[src/rtl/mem_arb_pkg.sv]
// Shared types and defaults for the fetch/data memory arbiter.
package mem_arb_pkg;

  localparam int unsigned ADDR_W        = 16;
  localparam int unsigned DATA_W        = 16;
  localparam int unsigned DEF_MAX_D_RUN = 4;
  localparam int unsigned DEF_TIMEOUT   = 64;

  typedef enum logic [1:0] {
    ST_IDLE  = 2'b00,
    ST_ISSUE = 2'b01,
    ST_WAIT  = 2'b10,
    ST_RESP  = 2'b11
  } state_t;

  typedef enum logic {
    OWN_I = 1'b0,
    OWN_D = 1'b1
  } owner_t;

  typedef struct packed {
    logic [ADDR_W-1:0] addr;
    logic [DATA_W-1:0] wdata;
  } mem_req_t;

endpackage

[src/rtl/mem_arb_fsm.sv]
// Arbiter control: state/owner registers, grant selection, data-run and WAIT timeout counters.
module mem_arb_fsm
  import mem_arb_pkg::*;
#(
  parameter int unsigned MAX_D_RUN = DEF_MAX_D_RUN,
  parameter int unsigned TIMEOUT   = DEF_TIMEOUT
) (
  input  logic   clk,
  input  logic   rst,
  input  logic   i_req,
  input  logic   i_d_req,
  input  logic   i_mem_done,
  output owner_t o_owner,
  output logic   o_grant_i_c,
  output logic   o_grant_d_c,
  output logic   o_capture_c,
  output logic   o_timeout_c
);

  localparam int unsigned RUN_W = $clog2(MAX_D_RUN + 1);
  localparam int unsigned TO_W  = $clog2(TIMEOUT + 1);

  state_t           r_state, w_state_n;
  owner_t           r_owner, w_owner_n;
  logic [RUN_W-1:0] r_run,   w_run_n;
  logic [TO_W-1:0]  r_tcnt,  w_tcnt_n;

  always_ff @(posedge clk or negedge rst) begin
    if (!rst) begin
      r_state <= ST_IDLE;
      r_owner <= OWN_I;
      r_run   <= '0;
      r_tcnt  <= '0;
    end else begin
      r_state <= w_state_n;
      r_owner <= w_owner_n;
      r_run   <= w_run_n;
      r_tcnt  <= w_tcnt_n;
    end
  end

  always_comb begin
    w_state_n   = r_state;
    w_owner_n   = r_owner;
    w_run_n     = r_run;
    w_tcnt_n    = r_tcnt;
    o_grant_i_c = 1'b0;
    o_grant_d_c = 1'b0;
    o_capture_c = 1'b0;
    o_timeout_c = 1'b0;
    case (r_state)
      ST_IDLE: begin
        // Data wins unless it has already used up its run while fetch waits
        if (i_d_req && ((r_run < RUN_W'(MAX_D_RUN)) || !i_req)) begin
          o_grant_d_c = 1'b1;
          w_owner_n   = OWN_D;
          w_state_n   = ST_ISSUE;
          if (i_req && (r_run != RUN_W'(MAX_D_RUN))) w_run_n = r_run + RUN_W'(1);
        end else if (i_req) begin
          o_grant_i_c = 1'b1;
          w_owner_n   = OWN_I;
          w_state_n   = ST_ISSUE;
          w_run_n     = '0;
        end
      end
      ST_ISSUE: begin
        w_tcnt_n  = '0;
        w_state_n = ST_WAIT;
      end
      ST_WAIT: begin
        if (i_mem_done) begin
          o_capture_c = 1'b1;
          w_state_n   = ST_RESP;
        end else if (r_tcnt == TO_W'(TIMEOUT - 1)) begin
          o_timeout_c = 1'b1;
          w_state_n   = ST_RESP;
        end else begin
          w_tcnt_n = r_tcnt + TO_W'(1);
        end
      end
      ST_RESP: w_state_n = ST_IDLE;
      default: w_state_n = ST_IDLE;
    endcase
  end

  assign o_owner = r_owner;

endmodule

[src/rtl/mem_arbiter.sv]
// Shares one mem_system between instruction fetch and load/store; data side has priority.
module mem_arbiter
  import mem_arb_pkg::*;
#(
  parameter int unsigned MAX_D_RUN = DEF_MAX_D_RUN,
  parameter int unsigned TIMEOUT   = DEF_TIMEOUT
) (
  input  logic              clk,
  input  logic              rst,
  input  logic              i_req,
  input  logic [ADDR_W-1:0] i_addr,
  output logic [DATA_W-1:0] i_rdata,
  output logic              i_done,
  output logic              i_stall,
  input  logic              d_rd,
  input  logic              d_wr,
  input  logic [ADDR_W-1:0] d_addr,
  input  logic [DATA_W-1:0] d_wdata,
  output logic [DATA_W-1:0] d_rdata,
  output logic              d_done,
  output logic              d_stall,
  output logic [ADDR_W-1:0] mem_addr,
  output logic [DATA_W-1:0] mem_wdata,
  output logic              mem_rd,
  output logic              mem_wr,
  input  logic [DATA_W-1:0] mem_rdata,
  input  logic              mem_done,
  input  logic              mem_err,
  output logic              err
);

  logic              w_d_req;
  logic              w_grant_i, w_grant_d, w_capture, w_timeout, w_finish;
  owner_t            w_owner;
  mem_req_t          r_req;
  logic              r_mem_rd, r_mem_wr;
  logic              r_i_done, r_d_done, r_err;
  logic [DATA_W-1:0] r_i_rdata, r_d_rdata;

  assign w_d_req  = d_rd | d_wr;
  assign w_finish = w_capture | w_timeout;

  mem_arb_fsm #(
    .MAX_D_RUN (MAX_D_RUN),
    .TIMEOUT   (TIMEOUT)
  ) u_fsm (
    .clk         (clk),
    .rst         (rst),
    .i_req       (i_req),
    .i_d_req     (w_d_req),
    .i_mem_done  (mem_done),
    .o_owner     (w_owner),
    .o_grant_i_c (w_grant_i),
    .o_grant_d_c (w_grant_d),
    .o_capture_c (w_capture),
    .o_timeout_c (w_timeout)
  );

  // Request latch; the Rd/Wr pulse is raised for exactly the ISSUE cycle
  always_ff @(posedge clk or negedge rst) begin
    if (!rst) begin
      r_req    <= '0;
      r_mem_rd <= 1'b0;
      r_mem_wr <= 1'b0;
    end else begin
      r_mem_rd <= w_grant_i | (w_grant_d & d_rd);
      r_mem_wr <= w_grant_d & d_wr;
      if (w_grant_d) begin
        r_req <= '{addr: d_addr, wdata: d_wdata};
      end else if (w_grant_i) begin
        r_req <= '{addr: i_addr, wdata: '0};
      end
    end
  end

  // Response path: rdata is kept on timeout, done pulses in RESP
  always_ff @(posedge clk or negedge rst) begin
    if (!rst) begin
      r_i_rdata <= '0;
      r_d_rdata <= '0;
      r_i_done  <= 1'b0;
      r_d_done  <= 1'b0;
    end else begin
      r_i_done <= w_finish & (w_owner == OWN_I);
      r_d_done <= w_finish & (w_owner == OWN_D);
      if (w_capture && (w_owner == OWN_I)) r_i_rdata <= mem_rdata;
      if (w_capture && (w_owner == OWN_D)) r_d_rdata <= mem_rdata;
    end
  end

  always_ff @(posedge clk or negedge rst) begin
    if (!rst) r_err <= 1'b0;
    else      r_err <= r_err | mem_err | w_timeout;
  end

  assign i_rdata   = r_i_rdata;
  assign d_rdata   = r_d_rdata;
  assign i_done    = r_i_done;
  assign d_done    = r_d_done;
  assign mem_addr  = r_req.addr;
  assign mem_wdata = r_req.wdata;
  assign mem_rd    = r_mem_rd;
  assign mem_wr    = r_mem_wr;
  assign err       = r_err;
  assign i_stall   = i_req & ~r_i_done;
  assign d_stall   = w_d_req & ~r_d_done;

endmodule
[config.mk]
export PLATFORM = sky130hd
export DESIGN_NAME = mem_arbiter
export DESIGN_NICKNAME = d
export VERILOG_FILES = /design/src/rtl/mem_arb_pkg.sv /design/src/rtl/mem_arb_fsm.sv /design/src/rtl/mem_arbiter.sv
export SDC_FILE = /design/constraint.sdc
export NUM_CORES = 1
export LEC_CHECK = 0
export CORE_UTILIZATION = 43
export DETAILED_ROUTE_END_ITERATION = 16
export PLACE_DENSITY = 0.82
export SETUP_SLACK_MARGIN = 0.3
export SYNTH_ARGS = -nofsm -noshare
export SYNTH_HDL_FRONTEND = slang
export SYNTH_SLANG_ARGS = --single-unit
[constraint.sdc]
create_clock -name clk -period 1.9 [get_ports clk]
set_input_delay 0.38 -clock clk [delete_from_list [all_inputs] [get_ports clk]]
set_output_delay 0.38 -clock clk [all_outputs]
set_load 0.01 [all_outputs]
==> results of run 1 <==
flip-flops by register name (all words and copies together) (netlist names), 2 cells and up:
signal and count:
mem_addr 16, mem_wdata 16, u_fsm.r_run 3, u_fsm.r_state 2, i_rdata 16, u_fsm.r_tcnt 7, d_rdata 16
synthesized netlist by cell type, drive strengths merged, types with 2 or more instances:
cell	number	area [µm²]
a21o	3	22.5
a21oi	2	10.0
a22o	16	140
a31oi	3	18.8
and2	2	12.5
and3	3	18.8
and4b	2	20.0
buf	8	45.0
clkbuf	5	21.3
dfrtp	82	2050
ha	6	75.1
inv	6	22.5
mux2	32	360
mux2i	18	180
nand2	24	90.1
nand2b	2	12.5
nand3	3	20.0
nand3b	3	26.3
nand4	3	18.8
nor2	6	25.0
nor2b	2	12.5
o211a	2	20.0
o21ai	19	95.1
cell type report:
| cell class | instances | area, µm² |
|---|---|---|
| inverter | 6 | 22.5 |
| multi-input combinational | 164 | 1350 |
| fill | 590 | 2460 |
| sequential | 82 | 2050 |
| clock buffer | 10 | 138 |
| clock inverter | 6 | 73.8 |
| timing repair buffer | 158 | 1500 |
| tap | 102 | 128 |
power groups by stage:
stage / clock network (W) / registers (W) / logic, W
finish: 0.00133 / 0.00293 / 0.00338
global route: 0.00144 / 0.00304 / 0.00367
CTS: 0.00136 / 0.00293 / 0.00329
detailed placement: 0 / 0.00298 / 0.00373
global placement: 0 / 0.00294 / 0.00361
floorplan: 0 / 0.00326 / 0.00136
kinds of logic after synthesis:
kind of cell,share of synthesized area (%)
AND/OR/NAND/NOR,8.68
AO/OA/AOI/OAI,11.0
flip-flops,59.8
adder cells (fa/ha/maj),2.19
multiplexers,15.7
buffers and inverters,2.59
layer usage:
metal	wire [µm]	up-vias
li1	-	1264
met1	3490	1315
met2	4340	95
met3	629	10
met4	142	0
met5	0	-
per-stage QoR:
stage | utilization [%] | setup TNS [ps]
global route | 68.1 | 0
finish | 68.1 | 0
detailed placement | 65.3 | -3030
floorplan | - | 0
global placement | 65.3 | -1810
CTS | 67.3 | 0
worst max path at each step:
stage	from	endpoint	slack, ps	depth (start not counted)
2_1_floorplan	u_fsm.r_state[0]$_DFFE_PN0P_	u_fsm.r_state[1]$_DFFE_PN0P_	310	6
3_3_place_gp	i_req	mem_wdata[12]$_DFFE_PN0P_	-100	5
3_5_place_dp	i_req	mem_wdata[3]$_DFFE_PN0P_	-180	5
4_1_cts	i_req	i_stall	200	3
5_1_grt	u_fsm.r_state[0]$_DFFE_PN0P_	u_fsm.r_state[1]$_DFFE_PN0P_	280	5
6_report	d_rd	u_fsm.r_state[1]$_DFFE_PN0P_	320	5
repair_timing:
item,in CTS,in global routing
pin swaps,0,4
setup endpoints to repair,112,25
setup buffers,0,5
endpoints found under the hold margin,26,0
hold buffers,1,0
gates resized for setup,80,8
==> qor.txt, run 1 <==
Die Wd -> 91.3 µm
Worst Path Buf+Inv -> 2
WS Path Type -> input port to flip-flop
number of flops mapped to enable cells by yosys -> 0
synth unique cells -> 41
gr ovfl total -> 0
wire length per cell -> 16.3 µm
routed wire length -> 8600 µm
row cnt -> 32
total number of vias -> 2684
synthesized area per cell -> 13.0 µm²
GR Util met3 -> 6.95%
post-route insts no fill -> 528
CP arrival -> 1860 ps
CP Capture Type -> flip-flop
Die ar. -> 0.00834 mm²
Slew Limit Fails -> 0
post-route ant nets -> 0
Max-slew headroom -> 69.4%
GR met2 Demand/Resource -> 36.7%
Largest stage delay, worst path -> 550 ps
layout cell share with drive strength beyond 1 -> 18.5%
worst reg2reg startpoint -> u_fsm.r_state[0]$_DFFE_PN0P_
Max Cap Viol -> 0
Clk network pwr share -> 17.4%
Clk Latency, worst-skew pair -> 350 ps
Root Buffer -> clkbuf_8
placed wire-length estimate -> 6190 µm
fraction of registers with async set/reset -> 100%
Worst Setup Slack, final -> 320 ps
status -> completed
Max Fclk -> 633 MHz
Cell Pwr Density -> 1450 mW/mm²
Power Total -> 0.00764 W
Place WS -> -175 ps
Setup Viol. Count Final -> 0
worst min path class -> input port to async pin
H-Tree Depth -> 3
register area share after synthesis -> 59.8%
Most used DFF post-synth -> dfrtp_1
drt pass-1 iters -> 4
# DRC -> 0
synthesized instance count -> 265
IO Port Bufs -> 141
slowest cell on the critical path -> or4b_4
initial antenna violation count -> 0
maximum vdd drop -> 0.000748 V
switching share of power -> 35.0%
setup slack, reg-to-reg -> 330 ps
Tcrit/Tclk final -> 83.1%
First DRT Iteration DRCs -> 81
Yosys warning count -> 0
Pint -> 0.00497 W
GRT Overall Usage -> 21.5%
vias in the first global route -> 2777
skew final -> 12.3 ps
final worst path period need -> 1580 ps
clock buffer count from CTS -> 9
GPL Wtd Cong -> 0.803
initial core utilization -> 44.4%
global-route wire length before repair -> 13800 µm
synth-to-layout area growth -> 53.3%
Final Hold Fails -> 0
Hold Slack -> 477 ps
leakage -> 2.51 nW
largest net degree at the start of global routing -> 51
layer with the highest usage -> met2
global routing usage on met1 -> 25.2%
Logic pwr share -> 44.2%
clock sink count -> 82
Placed Cells -> 506
CP Max Fanout -> 4
cell family with most CP delay -> simple AND/OR/NAND/NOR gates
# nets final -> 498
NetSw -> 0.00267 W
worst reg2reg endpoint -> u_fsm.r_state[1]$_DFFE_PN0P_
CTS tree -> yes
CP Launch Type -> input port
most frequent cells in the layout -> dfrtp_1, dlygate4sd2_1, clkdlybuf4s50_1
CTS max path bufs -> 2
Reg clk slew, reported paths -> 90 ps
commonest non-fill, non-tap cell in the layout -> dfrtp_1
vias per inst -> 5.08
Die Span Y -> 91.3 µm
Worst Reg2Reg Path Length in Cells -> 5
Placed Area -> 0.00505 mm²
Top Ports -> 142
crit-path cells -> clkdlybuf4s50_1 -> buf_6 -> or4b_4 -> or2_0 -> nand4_1
fin area -> 0.00526 mm²
Core Area -> 0.00773 mm²
unrepaired setup endpoints after global routing -> false
diodes inserted -> 0
synthesized area -> 0.00343 mm²
syn nets -> 342
Slew @ Worst Pin -> 457 ps
worst path required time -> 2180 ps
Seq pwr share -> 38.4%
FF+latch count, synth -> 82
No activity file was read; power rests on OpenSTA's default activity.
==> run 2: changes to the inputs <==
==> constraint.sdc (replaced) <==
create_clock -name clk -period 1.6 [get_ports clk]
set_input_delay 0.32 -clock clk [delete_from_list [all_inputs] [get_ports clk]]
set_output_delay 0.32 -clock clk [all_outputs]
set_load 0.01 [all_outputs]
==> qor.txt, run 2 (same netlist as run 1, synthesis figures left out) <==
GR met2 Demand/Resource -> 38.3%
vias in the first global route -> 2913
vias per inst -> 5.17
row cnt -> 32
Hold Slack -> 447 ps
placed wire-length estimate -> 6280 µm
setup slack, reg-to-reg -> 70 ps
CP Capture Type -> flip-flop
crit-path cells -> inv_2 -> ha_4 -> buf_4 -> buf_6 -> o31ai_4 -> buf_12 -> a22o_1
CTS tree -> yes
Final Hold Fails -> 0
Slew Limit Fails -> 0
clock sink count -> 82
global-route wire length before repair -> 14500 µm
First DRT Iteration DRCs -> 111
Root Buffer -> clkbuf_8
Die Wd -> 91.3 µm
Die Span Y -> 91.3 µm
CP Launch Type -> flip-flop
IO Port Bufs -> 141
leakage -> 2.71 nW
Fillers -> 537
Tcrit/Tclk final -> 95.8%
worst min path class -> input port to async pin
CP arrival -> 1770 ps
Reg clk slew, reported paths -> 90 ps
wire length per cell -> 16.7 µm
most frequent cells in the layout -> dfrtp_1, clkdlybuf4s50_1, buf_2
total number of vias -> 2975
Cell Pwr Density -> 1780 mW/mm²
worst reg2reg startpoint -> u_fsm.r_state[0]$_DFFE_PN0P_
Clk Latency, worst-skew pair -> 340 ps
Max Cap Viol -> 0
post-route ant nets -> 0
final worst path period need -> 1530 ps
skew final -> 11.9 ps
synth-to-layout area growth -> 63.3%
WS Path Type -> flip-flop to flip-flop
Max Fclk -> 652 MHz
GPL Wtd Cong -> 0.806
status -> completed
gr ovfl total -> 0
Top Ports -> 142
Slew @ Worst Pin -> 567 ps
maximum vdd drop -> 0.00107 V
largest net degree at the start of global routing -> 33
GRT Overall Usage -> 22.4%
Core Area -> 0.00773 mm²
initial core utilization -> 44.4%
commonest non-fill, non-tap cell in the layout -> dfrtp_1
routed wire length -> 9620 µm
# nets final -> 545
unrepaired setup endpoints after global routing -> true
drt pass-1 iters -> 4
Placed Area -> 0.00517 mm²
Setup Viol. Count Final -> 0
Largest stage delay, worst path -> 400 ps
Worst Reg2Reg Path Length in Cells -> 7
worst path required time -> 1840 ps
worst reg2reg endpoint -> mem_wdata[5]$_DFFE_PN0P_
CP Max Fanout -> 21
H-Tree Depth -> 3
clock buffer count from CTS -> 9
fin area -> 0.00560 mm²
initial antenna violation count -> 0
CTS max path bufs -> 2
global routing usage on met1 -> 26.5%
slowest cell on the critical path -> dfrtp_1
Max-slew headroom -> 62.2%
layer with the highest usage -> met2
layout cell share with drive strength beyond 1 -> 45.9%
Die ar. -> 0.00834 mm²
# DRC -> 0
diodes inserted -> 0
GR Util met3 -> 7.04%
## run 2: critical path, delay by kind of cell (launching register included)
family          cells  cell delay (ps)
buf+inv             4              510
flops               1              400
compound gates      2              380
fa+ha+maj           1              140
## run 2: worst max-delay path by stage
stage                                      start  cells past startpoint  slack [ps]                            to
global route        u_fsm.r_state[0]$_DFFE_PN0P_                      7          10      mem_wdata[6]$_DFFE_PN0P_
global placement                            d_wr                      4        -240                       d_stall
detailed placement                          d_rd                      6        -300      mem_addr[13]$_DFFE_PN0P_
CTS                 u_fsm.r_state[1]$_DFFE_PN0P_                      5         110  u_fsm.r_state[1]$_DFFE_PN0P_
floorplan           u_fsm.r_state[1]$_DFFE_PN0P_                      6          60  u_fsm.r_state[1]$_DFFE_PN0P_
finish              u_fsm.r_state[0]$_DFFE_PN0P_                      7          70      mem_wdata[5]$_DFFE_PN0P_
## run 2: final cells by class
cell class / instances / area, µm² / share of cell area [%]
timing repair buffer: 205 / 1760 / 31.5
clock inverter: 6 / 48.8 / 0.871
clock buffer: 10 / 138 / 2.46
multi-input combinational: 164 / 1450 / 25.9
tap: 102 / 128 / 2.28
inverter: 6 / 22.5 / 0.402
sequential: 82 / 2050 / 36.6
## run 2: power by group
part | switching [W] | total, W | internal, W | leakage, nW
logic | 0.00227 | 0.00503 | 0.00277 | 1.62
registers | 0.000521 | 0.00352 | 0.00300 | 1.01
clock network | 0.000787 | 0.00141 | 0.000620 | 0.0855
total | 0.00358 | 0.00996 | 0.00638 | 2.71
## run 2: what timing repair did
| item | in CTS | in global routing |
|---|---|---|
| gates resized for setup | 212 | 107 |
| hold buffers | 1 | 0 |
| setup buffers | 15 | 23 |
| setup endpoints to repair | 151 | 135 |
| endpoints found under the hold margin | 26 | 0 |
| cloned | 2 | 4 |
| pin swaps | 3 | 17 |
## run 2: stage by stage
| stage | utilization [%] | power [W] | setup slack [ps] | instances | TNS [ps] |
|---|---|---|---|---|---|
| 2_1_floorplan | - | 0.00561 | 63.5 | 265 | 0 |
| 3_3_place_gp | 67.0 | 0.00794 | -244 | 514 | -8900 |
| 3_5_place_dp | 67.0 | 0.00812 | -296 | 514 | -10810 |
| 4_1_cts | 71.9 | 0.00954 | 107 | 548 | 0 |
| 5_1_grt | 72.5 | 0.0105 | 14.8 | 575 | 0 |
| 6_report | 72.5 | 0.00996 | 66.6 | 575 | 0 |
## run 2: metal layers
layer  up-vias  share of wire (%)
met4         0                2.0
met2       116                 50
met5         -                  0
met3        16                7.2
li1       1363                  -
met1      1480                 41
==> run 3: changes to the inputs <==
--- a/config.mk
+++ b/config.mk
@@ -7,7 +7,7 @@
 export LEC_CHECK = 0
 export CORE_UTILIZATION = 43
 export DETAILED_ROUTE_END_ITERATION = 16
-export PLACE_DENSITY = 0.82
+export PLACE_DENSITY = 0.76
 export SETUP_SLACK_MARGIN = 0.3
 export SYNTH_ARGS = -nofsm -noshare
 export SYNTH_HDL_FRONTEND = slang
==> qor.txt, run 3 (same netlist as run 1, synthesis figures left out) <==
Top Ports -> 142
Slew @ Worst Pin -> 590 ps
cell family with most CP delay -> simple AND/OR/NAND/NOR gates
Die Wd -> 91.3 µm
wire length per cell -> 17.5 µm
Largest stage delay, worst path -> 500 ps
post-route insts no fill -> 566
vias in the first global route -> 2863
CP Launch Type -> flip-flop
CP Capture Type -> flip-flop
Power Total -> 0.0101 W
CP Launch Point -> u_fsm.r_state[1]$_DFFE_PN0P_
initial antenna violation count -> 0
slowest cell on the critical path -> or4b_4
clock buffer count from CTS -> 9
GR Util met3 -> 6.62%
Max-slew headroom -> 60.7%
GRT Overall Usage -> 22.5%
synth-to-layout area growth -> 60.8%
Tcrit/Tclk final -> 94.9%
WS Path Type -> flip-flop to flip-flop
vias per inst -> 5.23
worst min path class -> input port to async pin
Worst Reg2Reg Path Length in Cells -> 5
leakage -> 2.71 nW
Cell Pwr Density -> 1830 mW/mm²
GR met2 Demand/Resource -> 38.4%
CP arrival -> 1810 ps
setup slack, reg-to-reg -> 80 ps
Hold Slack -> 334 ps
fin area -> 0.00552 mm²
stages on the worst setup path -> 5
GPL Wtd Cong -> 0.826
unrepaired setup endpoints after global routing -> true
diodes inserted -> 0
drt pass-1 iters -> 4
final worst path period need -> 1520 ps
Setup Viol. Count Final -> 0
layout cell share with drive strength beyond 1 -> 45.0%
commonest non-fill, non-tap cell in the layout -> dfrtp_1
row cnt -> 32
Final Hold Fails -> 0
routed wire length -> 9930 µm
total number of vias -> 2958
IO Port Bufs -> 141
CP endpoint -> u_fsm.r_state[1]$_DFFE_PN0P_
# DRC -> 0
worst reg2reg endpoint -> u_fsm.r_state[1]$_DFFE_PN0P_
CTS tree -> yes
worst reg2reg startpoint -> u_fsm.r_state[1]$_DFFE_PN0P_
CTS max path bufs -> 2
largest net degree at the start of global routing -> 51
layer with the highest usage -> met2
Reg clk slew, reported paths -> 90 ps
most frequent cells in the layout -> dfrtp_1, clkdlybuf4s50_1, buf_2
# nets final -> 536
Final Util -> 71.4%
placed wire-length estimate -> 6210 µm
Die Span Y -> 91.3 µm
Placed Cells -> 515
Worst Path Buf+Inv -> 1
First DRT Iteration DRCs -> 99
CP Max Fanout -> 4
initial core utilization -> 44.4%
status -> completed
post-route ant nets -> 0
Clk Latency, worst-skew pair -> 350 ps
H-Tree Depth -> 3
Die ar. -> 0.00834 mm²
Max Fclk -> 659 MHz
Root Buffer -> clkbuf_8
Max Cap Viol -> 0
clock sink count -> 82
global routing usage on met1 -> 27.1%
global-route wire length before repair -> 14300 µm
maximum vdd drop -> 0.000962 V
Placed Area -> 0.00514 mm²
Slew Limit Fails -> 0
worst path required time -> 1890 ps
Core Area -> 0.00773 mm²
skew final -> 10.8 ps
gr ovfl total -> 0
crit-path cells -> inv_2 -> ha_4 -> or4b_4 -> or2_0 -> nand4_1
[run 3: changes by cell type in the layout (fill, tap and decap cells not counted), sizes merged]
cell | before | now
clkdlybuf4s15 | 2 | 0
dlymetal6s2s | 0 | 2
inv | 8 | 9
nand3b | 3 | 4
bufinv | 0 | 1
o31ai | 1 | 2
clkinvlp | 3 | 1
dlygate4sd2 | 3 | 1
clkbuf | 40 | 30
bufbuf | 1 | 0
buf | 102 | 104
[run 3: metal layers]
metal  part of all wire [%]  vias up
met2                     51      116
li1                       -     1353
met5                      0        -
met4                    1.1        0
met3                    6.9        9
met1                     41     1480
[run 3: power breakdown]
group	internal (W)	total, W	switching (W)
logic	0.00270	0.00499	0.00229
clock network	0.000784	0.00158	0.000800
registers	0.00299	0.00354	0.000549
total	0.00648	0.0101	0.00364
[run 3: repair_timing]
| action | in CTS | in global routing |
|---|---|---|
| buffers inserted | 15 | 9 |
| cloned | 2 | 8 |
| pin swaps | 3 | 33 |
| endpoints found under the setup margin | 150 | 133 |
| endpoints found under the hold margin | 9 | 0 |
| hold buffers | 1 | 0 |
| resized for setup | 231 | 103 |
[run 3: area by class of cell]
class	count	area [µm²]
timing repair buffer	194	1610
clock inverter	6	72.6
inverter	6	22.5
clock buffer	10	138
tap	102	128
sequential	82	2050
multi-input combinational	166	1500
fill	539	2210
[run 3: through the flow]
stage,worst slack (ps),TNS [ps]
2_1_floorplan,63.5,0
3_3_place_gp,-227,-9730
3_5_place_dp,-249,-10670
4_1_cts,94.3,0
5_1_grt,18.7,0
6_report,81.8,0
[run 3: worst min path at each step]
stage               from                         to  slack [ps]  depth (start not counted)
floorplan            rst           d_done$_DFF_PN0_          20                          0
global placement     rst    mem_addr[6]$_DFFE_PN0P_         160                          1
detailed placement   rst    mem_addr[3]$_DFFE_PN0P_         160                          1
CTS                  rst  mem_wdata[14]$_DFFE_PN0P_         330                          2
global route         rst    mem_addr[3]$_DFFE_PN0P_         330                          2
finish               rst    mem_addr[6]$_DFFE_PN0P_         330                          2
[run 3: worst register-to-register path: stages, from the launching register on]
cell and delay [ps]:
dfrtp_1 430, inv_2 100, ha_4 140, or4b_4 500, or2_0 220, nand4_1 80
